[src/rtl/marble_dispense_scheduler.sv]
// rtl/marble_dispense_scheduler.sv - marble dispenser sequencer; `MARBLE_DISPENSE_TIMEOUT_EN adds the DISPENSE watchdog
module marble_dispense_scheduler #(
  parameter int unsigned     MW              = 10,
  parameter logic [MW-1:0]   DRY_TH          = 10'd300,
  parameter logic [MW-1:0]   MID_TH          = 10'd500,
  parameter logic [MW-1:0]   WET_TH          = 10'd700,
  parameter logic [31:0]     COOLDOWN_CYCLES = 32'd100_000_000,
  parameter logic [31:0]     TIMEOUT_CYCLES  = 32'd400_000_000
) (
  input  logic          clk,
  input  logic          reset,
  input  logic          trigger,
  input  logic [MW-1:0] moisture,
  input  logic          done_servo_marble,
  input  logic          clear_fault,
  output logic          enable_servo_marble,
  output logic [1:0]    marble_count,
  output logic          busy,
  output logic          fault,
  output logic [15:0]   total_marbles
);

  typedef enum logic [2:0] {
    S_IDLE,
    S_SAMPLE,
    S_DISPENSE,
    S_RELEASE,
    S_COOLDOWN,
    S_FAULT
  } state_t;

  state_t      state_q, state_d;
  logic        sync1_q, sync2_q, hist_q;
  logic        done_q;
  logic        trig_rise;
  logic [1:0]  sample_count;
  logic [16:0] total_sum;
  logic [31:0] cool_cnt_q, cool_cnt_d;
  logic [1:0]  marble_count_q, marble_count_d;
  logic [15:0] total_q, total_d;
  logic        enable_q, enable_d;
  logic        busy_q, busy_d;
`ifdef MARBLE_DISPENSE_TIMEOUT_EN
  logic [31:0] to_cnt_q, to_cnt_d;
  logic        fault_q, fault_d;
`endif

  // Trigger synchronizer plus history flop, and a registered copy of done so
  // enable falls one edge after done is first sampled high.
  always_ff @(posedge clk or posedge reset) begin
    if (reset) begin
      sync1_q <= 1'b0;
      sync2_q <= 1'b0;
      hist_q  <= 1'b0;
      done_q  <= 1'b0;
    end else begin
      sync1_q <= trigger;
      sync2_q <= sync1_q;
      hist_q  <= sync2_q;
      done_q  <= done_servo_marble;
    end
  end

  assign trig_rise = sync2_q & ~hist_q;

  // Moisture to marble count: drier soil gets more marbles.
  always_comb begin
    sample_count = 2'd0;
    if (moisture < DRY_TH) begin
      sample_count = 2'd3;
    end else if (moisture < MID_TH) begin
      sample_count = 2'd2;
    end else if (moisture < WET_TH) begin
      sample_count = 2'd1;
    end
  end

  assign total_sum = {1'b0, total_q} + {15'd0, sample_count};

  // Next-state logic, counters and registered-output decode.
  always_comb begin
    state_d        = state_q;
    cool_cnt_d     = cool_cnt_q;
    marble_count_d = marble_count_q;
    total_d        = total_q;
`ifdef MARBLE_DISPENSE_TIMEOUT_EN
    to_cnt_d       = to_cnt_q;
`endif
    case (state_q)
      S_IDLE: begin
        if (trig_rise) begin
          state_d = S_SAMPLE;
        end
      end
      S_SAMPLE: begin
        if (sample_count == 2'd0) begin
          state_d    = S_COOLDOWN;
          cool_cnt_d = 32'd0;
        end else begin
          state_d        = S_DISPENSE;
          marble_count_d = sample_count;
          total_d        = total_sum[16] ? 16'hFFFF : total_sum[15:0];
`ifdef MARBLE_DISPENSE_TIMEOUT_EN
          to_cnt_d       = 32'd0;
`endif
        end
      end
      S_DISPENSE: begin
        if (done_q) begin
          state_d = S_RELEASE;
`ifdef MARBLE_DISPENSE_TIMEOUT_EN
        end else if (to_cnt_q == TIMEOUT_CYCLES - 32'd1) begin
          state_d = S_FAULT;
        end else begin
          to_cnt_d = to_cnt_q + 32'd1;
`endif
        end
      end
      S_RELEASE: begin
        // Live done here: the servo block must drop done before we cool down.
        if (!done_servo_marble) begin
          state_d    = S_COOLDOWN;
          cool_cnt_d = 32'd0;
        end
      end
      S_COOLDOWN: begin
        if (cool_cnt_q == COOLDOWN_CYCLES - 32'd1) begin
          state_d = S_IDLE;
        end else begin
          cool_cnt_d = cool_cnt_q + 32'd1;
        end
      end
`ifdef MARBLE_DISPENSE_TIMEOUT_EN
      S_FAULT: begin
        if (clear_fault) begin
          state_d = S_IDLE;
        end
      end
`endif
      default: begin
        state_d = S_IDLE;
      end
    endcase

    enable_d = (state_d == S_DISPENSE);
    busy_d   = (state_d != S_IDLE);
`ifdef MARBLE_DISPENSE_TIMEOUT_EN
    fault_d  = (state_d == S_FAULT);
`endif
  end

  // State, counters and registered outputs; reset drops enable immediately.
  always_ff @(posedge clk or posedge reset) begin
    if (reset) begin
      state_q        <= S_IDLE;
      cool_cnt_q     <= 32'd0;
      marble_count_q <= 2'd0;
      total_q        <= 16'd0;
      enable_q       <= 1'b0;
      busy_q         <= 1'b0;
    end else begin
      state_q        <= state_d;
      cool_cnt_q     <= cool_cnt_d;
      marble_count_q <= marble_count_d;
      total_q        <= total_d;
      enable_q       <= enable_d;
      busy_q         <= busy_d;
    end
  end

`ifdef MARBLE_DISPENSE_TIMEOUT_EN
  // Watchdog counter and fault flag.
  always_ff @(posedge clk or posedge reset) begin
    if (reset) begin
      to_cnt_q <= 32'd0;
      fault_q  <= 1'b0;
    end else begin
      to_cnt_q <= to_cnt_d;
      fault_q  <= fault_d;
    end
  end

  assign fault = fault_q;
`else
  logic unused_timeout_inputs;
  assign unused_timeout_inputs = clear_fault ^ (^TIMEOUT_CYCLES);
  assign fault = 1'b0;
`endif

  assign enable_servo_marble = enable_q;
  assign marble_count        = marble_count_q;
  assign busy                = busy_q;
  assign total_marbles       = total_q;

endmodule

[config.mk]
export PLATFORM = sky130hd
export DESIGN_NAME = marble_dispense_scheduler
export DESIGN_NICKNAME = d
export VERILOG_FILES = /design/src/rtl/marble_dispense_scheduler.sv
export SDC_FILE = /design/constraint.sdc
export NUM_CORES = 1
export LEC_CHECK = 0
export BUFFER_PORTS_ARGS = -buffer_cell sky130_fd_sc_hd__buf_2
export CORE_MARGIN = 2
export CORE_UTILIZATION = 59
export CTS_CLUSTER_SIZE = 40
export DETAILED_ROUTE_END_ITERATION = 6
export GPL_TIMING_DRIVEN = 1
export HOLD_SLACK_MARGIN = 0.06
export PLACE_DENSITY_LB_ADDON = 0.08
export RECOVER_POWER = 50
export SLEW_MARGIN = 20
export SYNTH_ARGS = -nofsm -noshare
export SYNTH_HDL_FRONTEND = slang
export SYNTH_SLANG_ARGS = --single-unit
[constraint.sdc]
create_clock -name clk -period 2.1 [get_ports clk]
set_input_delay 0.105 -clock clk [delete_from_list [all_inputs] [get_ports clk]]
set_output_delay 0.105 -clock clk [all_outputs]
set_load 0.01 [all_outputs]
== Word level (Yosys, flattened, before mapping) ==
Cells that the tools add are included.
W data, S select, Z words.

* Equal/unequal tests: 9
* $add $sub $neg: 2
* Bitwise logic cells: 3
* Muxes and demuxes: 14
* Magnitude comparators: 3
* Reductions and logical operators: 6

{| class="wikitable"
|+ Operator list
! cell !! count
|-
| $mux W32 || 3
|-
| $pmux W32 S3 || 1
|-
| $add A32 B1 Y32 const B || 1
|-
| $eq A32 B27 Y1 const B || 1
|-
| $lt A10 B9 Y1 const B || 2
|-
| $add A16 B2 Y17 || 1
|-
| $mux W16 || 1
|-
| $mux W3 || 5
|-
| $pmux W3 S5 || 1
|-
| $lt A10 B10 Y1 const B || 1
|-
| $eq A3 B2 Y1 const B || 3
|-
| $ne A2 B2 Y1 const B || 3
|-
| $reduce_bool A3 Y1 || 2
|-
| $mux W2 || 2
|-
| $reduce_and A4 Y1 || 1
|-
| $eq A3 B1 Y1 const B || 1
|-
| $eq A3 B3 Y1 const B || 1
|-
| $logic_not A3 Y1 || 1
|-
| $logic_not A2 Y1 || 1
|-
| $not A1 Y1 || 2
|-
| $reduce_and A2 Y1 || 1
|-
| $and A1 B1 Y1 || 1
|-
| $mux W1 || 1
|}

* Input port bits: 15
* Logic and storage cells: 47
* Output and inout port bits: 21
* Register bits after elaboration: 59

== Logic depth before layout (Yosys ltp) ==
* Depth in word-level cells: 8
* Gate-level depth with buffers: 11
* Mapped depth without buffers: 10

== Worst setup path before layout ==
Ideal clock, no wire load.

* Path type: input to register
* Start: input port moisture[5]
* End: register total_q[10], in the netlist total_marbles[10]
* Stages: 11
* Setup slack: -156 ps
* Path buffers: 1
* Library setup time: 126 ps
* Arrival: 2131 ps
* Required time: 1974 ps
* Cell sequence: nand3_1 o21ai_2 and2_1 o22ai_1 ha_1 fa_1 nand2_1 a211oi_4 nand3_1 buf_2 o21ai_1

* Word-level cells in the longest chain between the ends: 7
* Elaborated cells between the ends (all ways): 11
* Those cells by class: add/sub: 1; order compare: 3; mux: 4; bitwise: 1; reduce/logical: 2

{| class="wikitable"
|+ Ends and longest elaborated chain
! what !! RTL line !! source
|-
| from (decl) || 13 || <nowiki>input logic [MW-1:0] moisture,</nowiki>
|-
| $lt A10 B10 Y1 || 73 || <nowiki>end else if (moisture < WET_TH) begin</nowiki>
|-
| $mux W1 || 73 ||
|-
| $mux W2 || 71 || <nowiki>end else if (moisture < MID_TH) begin</nowiki>
|-
| $mux W2 (*) || 69 || <nowiki>if (moisture < DRY_TH) begin</nowiki>
|-
| via sample_count[0] || 36 || <nowiki>logic [1:0] sample_count;</nowiki>
|-
| parallel branches: the longest is 3 deep, another holds $add A16 B2 Y17 || -- ||
|-
| to (signal assigned) || 165 || <nowiki>total_q <= total_d;</nowiki>
|-
| to (decl) || 40 || <nowiki>logic [15:0] total_q, total_d;</nowiki>
|}

Mark *: on every way through the listed nets, which the timed path passes.
A chain may end at the register's enable or synchronous reset.

== Worst setup path in the final report ==
* Start: register cool_cnt_q[20]
* End: register cool_cnt_q[31]

* Word-level cells in the longest chain between the ends: 3
* Elaborated cells between the ends (all ways): 6
* Those cells by class: add/sub: 1; eq/ne: 2; mux: 2; reduce/logical: 1

{| class="wikitable"
|+ Ends and longest elaborated chain
! what !! RTL line !! source
|-
| from (decl) || 38 || <nowiki>logic [31:0] cool_cnt_q, cool_cnt_d;</nowiki>
|-
| from (signal assigned) || 163 || <nowiki>cool_cnt_q <= cool_cnt_d;</nowiki>
|-
| $add A32 B1 Y32 / $eq A32 B27 Y1 (equally long branches) || 130, 127 ||
|-
| $mux W32 / $ne A2 B2 Y1 (equally long branches) || -- ||
|-
| $pmux W32 S3 / $reduce_and A4 Y1 (equally long branches) || -- ||
|}

Parallel ways exist; a longest one is shown, timed or not. The select of a mux whose other input is x is not followed.

==> metrics.csv <==
stage,metric,value,unit
critical_path,worst-path-buf-inv,0,
floorplanning,rows,27,
logic_synthesis,synth_seq_cells,59,
power_and_ir_drop,p_leak,1.75,nW
timing,max_freq,0.498,GHz
timing,max_slew.worst_pin.slew,972,ps
worst_hold_path,whs_path_depth,4,
grt,grt_max_degree,26,
drt,viasPerCell,6.06,
clock_tree,htree_levels,3,
floorplanning,initial_utilization,0.613,
critical_path,path_delay_family,simple AND/OR/NAND/NOR gates,
place,gp_congestion,0.820,
place,io_buffers,31,
cells_and_area,nFillCells,436,
clock_tree,clockRootBuffer,clkbuf_8,
drt,wirelength,7990,microns
critical_path,required,2360,ps
grt,grt_overflow,0,
timing,timing_hold_violations_final,0,
place,dp.cells,462,
critical_path,crit_fanout,7,
floorplanning,die_area,0.00634,sq mm
logic_synthesis,synthArstFlopShare,1.00,
cells_and_area,syn_to_final_growth,18.5,%
clock_tree,clock_latency,340,ps
cells_and_area,final_cell_count_no_fill,480,
critical_path,slowest_delay,500,ps
clock_tree,cts_tree,built,
logic_synthesis,synth_cell_types,68,
critical_path,end_kind,register,
timing,clock_skew,7.95,ps
floorplanning,die_y,79.6,microns
critical_path,arrival,2270,ps
grt,grt_pass1_vias,2803,
logic_synthesis,yosysTopAreaCell,dfrtp_1,
critical_path,worstSetupPathDepth,5,
timing,fin_hold_ws,251,ps
drt,drt-initial-drc-count,173,
run_status,status,completed,
critical_path,reg2reg_setup_slack,90,ps
logic_synthesis,syn_nets,360,
drt,wl_met1,3790,microns
logic_synthesis,synthTopCellsByArea,"dfrtp_1, nand3_1, nand2_1, a21oi_1, nand4_1",
cells_and_area,stdcell_area,0.00400,sq mm
logic_synthesis,yosys_warnings,0,
drt,vias,2910,
timing,min_period_over_period,0.956,
logic_synthesis,synth_edf_count,0,
grt,grt_pass1_wl,13600,microns
grt,antenna_found_initial,0,
logic_synthesis,ys_top_cells_by_count,"dfrtp_1, nand2_1, nand3_1, a21oi_1, nor2_1",
drt,ant_nets,0,
clock_tree,clkTransAtPathRegs,60,ps
grt,grt_use_total,0.278,
floorplanning,coreArea,0.00551,sq mm
logic_synthesis,syn_area,0.00338,sq mm
critical_path,path_cells,nand4_1 -> nor4_2 -> nand2_1 -> nor3_1 -> mux2i_1,
drt,drc,0,
timing,rsz0062_at_grt,no,
cells_and_area,drive_above_1_share,0.218,
power_and_ir_drop,p_per_area,1030,mW/mm^2
drt,dr_wl_met3,310,microns
drt,routedWlPerCell,16.6,microns
flow_run,drv_cap,0,
drt,met2WireLength,3810,microns
logic_synthesis,synth.yosys.seq_area_share,0.437,
timing,relSlewSlack,0.351,
critical_path,start_kind,register,
place,dp_hpwl,5500,microns
place,place_area,0.00380,sq mm
clock_tree,cts_sinks,59,
logic_synthesis,synth_area_per_cell,9.90,sq um
logic_synthesis,yosysMostFrequentCell,dfrtp_1,
timing,setup_viol,0,
logic_synthesis,synthCells,341,
timing,final_max_slew_viol_count,0,
cells_and_area,n_antenna_cell,0,
drt,first_pass_iters,4,
clock_tree,numCtsBuffers,9,
logic_synthesis,synth_ff_type,dfrtp_1,
logic_synthesis,synth_top_cell_area_share,0.437,
floorplanning,die_w,79.6,microns
critical_path,cp_slowest_cell,nor4_2,
critical_path,crit_type,reg -> reg,
power_and_ir_drop,ir_worst_vdd,634,uV
floorplanning,io_pins,36,
drt,routed.top_layer,met4,
worst_hold_path,holdCritPathClass,in -> reg,
timing,period_minus_slack,2010,ps
clock_tree,cts_buffer_depth,2,
critical_path,reg2reg_depth,5,
cells_and_area,fin_nets,423,
area by class of cell:
cell class                      instances  area [sq um]  share of cell area
Timing Repair Buffer                   65           392              0.0979
Sequential cell                        59          1480               0.369
Inverter                               10          37.5             0.00938
Multi-Input combinational cell        259          1810               0.453
Clock buffer                           13           159              0.0397
Tap cell                               72          90.1              0.0225
Clock inverter                          2          35.0             0.00876
path summary, 6_finish.rpt:
check / startpoint / endpoint
worst max-delay path: cool_cnt_q[20] / cool_cnt_q[31]
worst min-delay path: moisture[9] / state_q[1]
worst max register to register: cool_cnt_q[20] / cool_cnt_q[31]
worst min register to register: sync1_q / sync2_q
max in group asynchronous: reset / marble_count[0]
min in group asynchronous: reset / cool_cnt_q[7]
sequential cells by signal, summed over array words and instances (netlist names):
| signal | cells |
|---|---|
| sync1_q | 1 |
| state_q | 3 |
| cool_cnt_q | 32 |
| marble_count | 2 |
| hist_q | 1 |
| done_q | 1 |
| enable_servo_marble | 1 |
| sync2_q | 1 |
| busy | 1 |
| total_marbles | 16 |
where the power goes:
| group | internal [mW] | switching [mW] | total (mW) |
|---|---|---|---|
| clock network | 0.605 | 0.437 | 1.04 |
| logic | 0.536 | 0.673 | 1.21 |
| registers | 1.47 | 0.415 | 1.88 |
cell families after synthesis:
group	after synthesis	share of synthesized area
flip-flops	59	0.437
AND/OR/NAND/NOR	154	0.291
AO/OA/AOI/OAI	81	0.166
multiplexers	6	0.0182
adder cells (fa/ha/maj)	4	0.0171
buffers and inverters	23	0.0360
XOR/XNOR	13	0.0337
other	1	0.00111
stage by stage:
stage | worst slack [ps] | power [mW] | TNS, ps | util
floorplan | 2.63 | 2.67 | 0 | -
global placement | -114 | 3.05 | -1490 | 0.689
detailed placement | -237 | 3.10 | -2870 | 0.689
CTS | 83.7 | 4.16 | 0 | 0.730
global route | 2.32 | 4.41 | 0 | 0.726
finish | 91.9 | 4.13 | 0 | 0.726
worst reg2reg max path, cell delays in order (launching register included):
cell	delay, ps
dfrtp_1	440
nand4_1	260
nor4_2	500
nand2_1	180
nor3_1	310
mux2i_1	240
what timing repair did:
| item | CTS | global route |
|---|---|---|
| endpoints found under the setup margin | 0 | 13 |
| hold buffers | 3 | 0 |
| setup buffers | 0 | 0 |
| gates resized for setup | 0 | 2 |
| hold endpoints to repair | 25 | 0 |
layout by cell type, fill, tap and decap left out, types with 12 or more instances in the layout:
cell      Yosys  layout
or3_1        13      13
nand3_1      22      20
o21ai_0      12      12
buf_4         2      28
dfrtp_1      59      59
clkbuf_1      4      22
nand4_1      13      13
nor2_1       17      17
nand2_1      28      27
a21oi_1      20      19
per-layer routing:
metal / up-vias / global-route usage
met5: - / 0
li1: 1401 / -
met3: 8 / 0.0543
met4: 0 / 0.103
met1: 1429 / 0.384
met2: 72 / 0.436
Power figures use the tool's default switching activity.
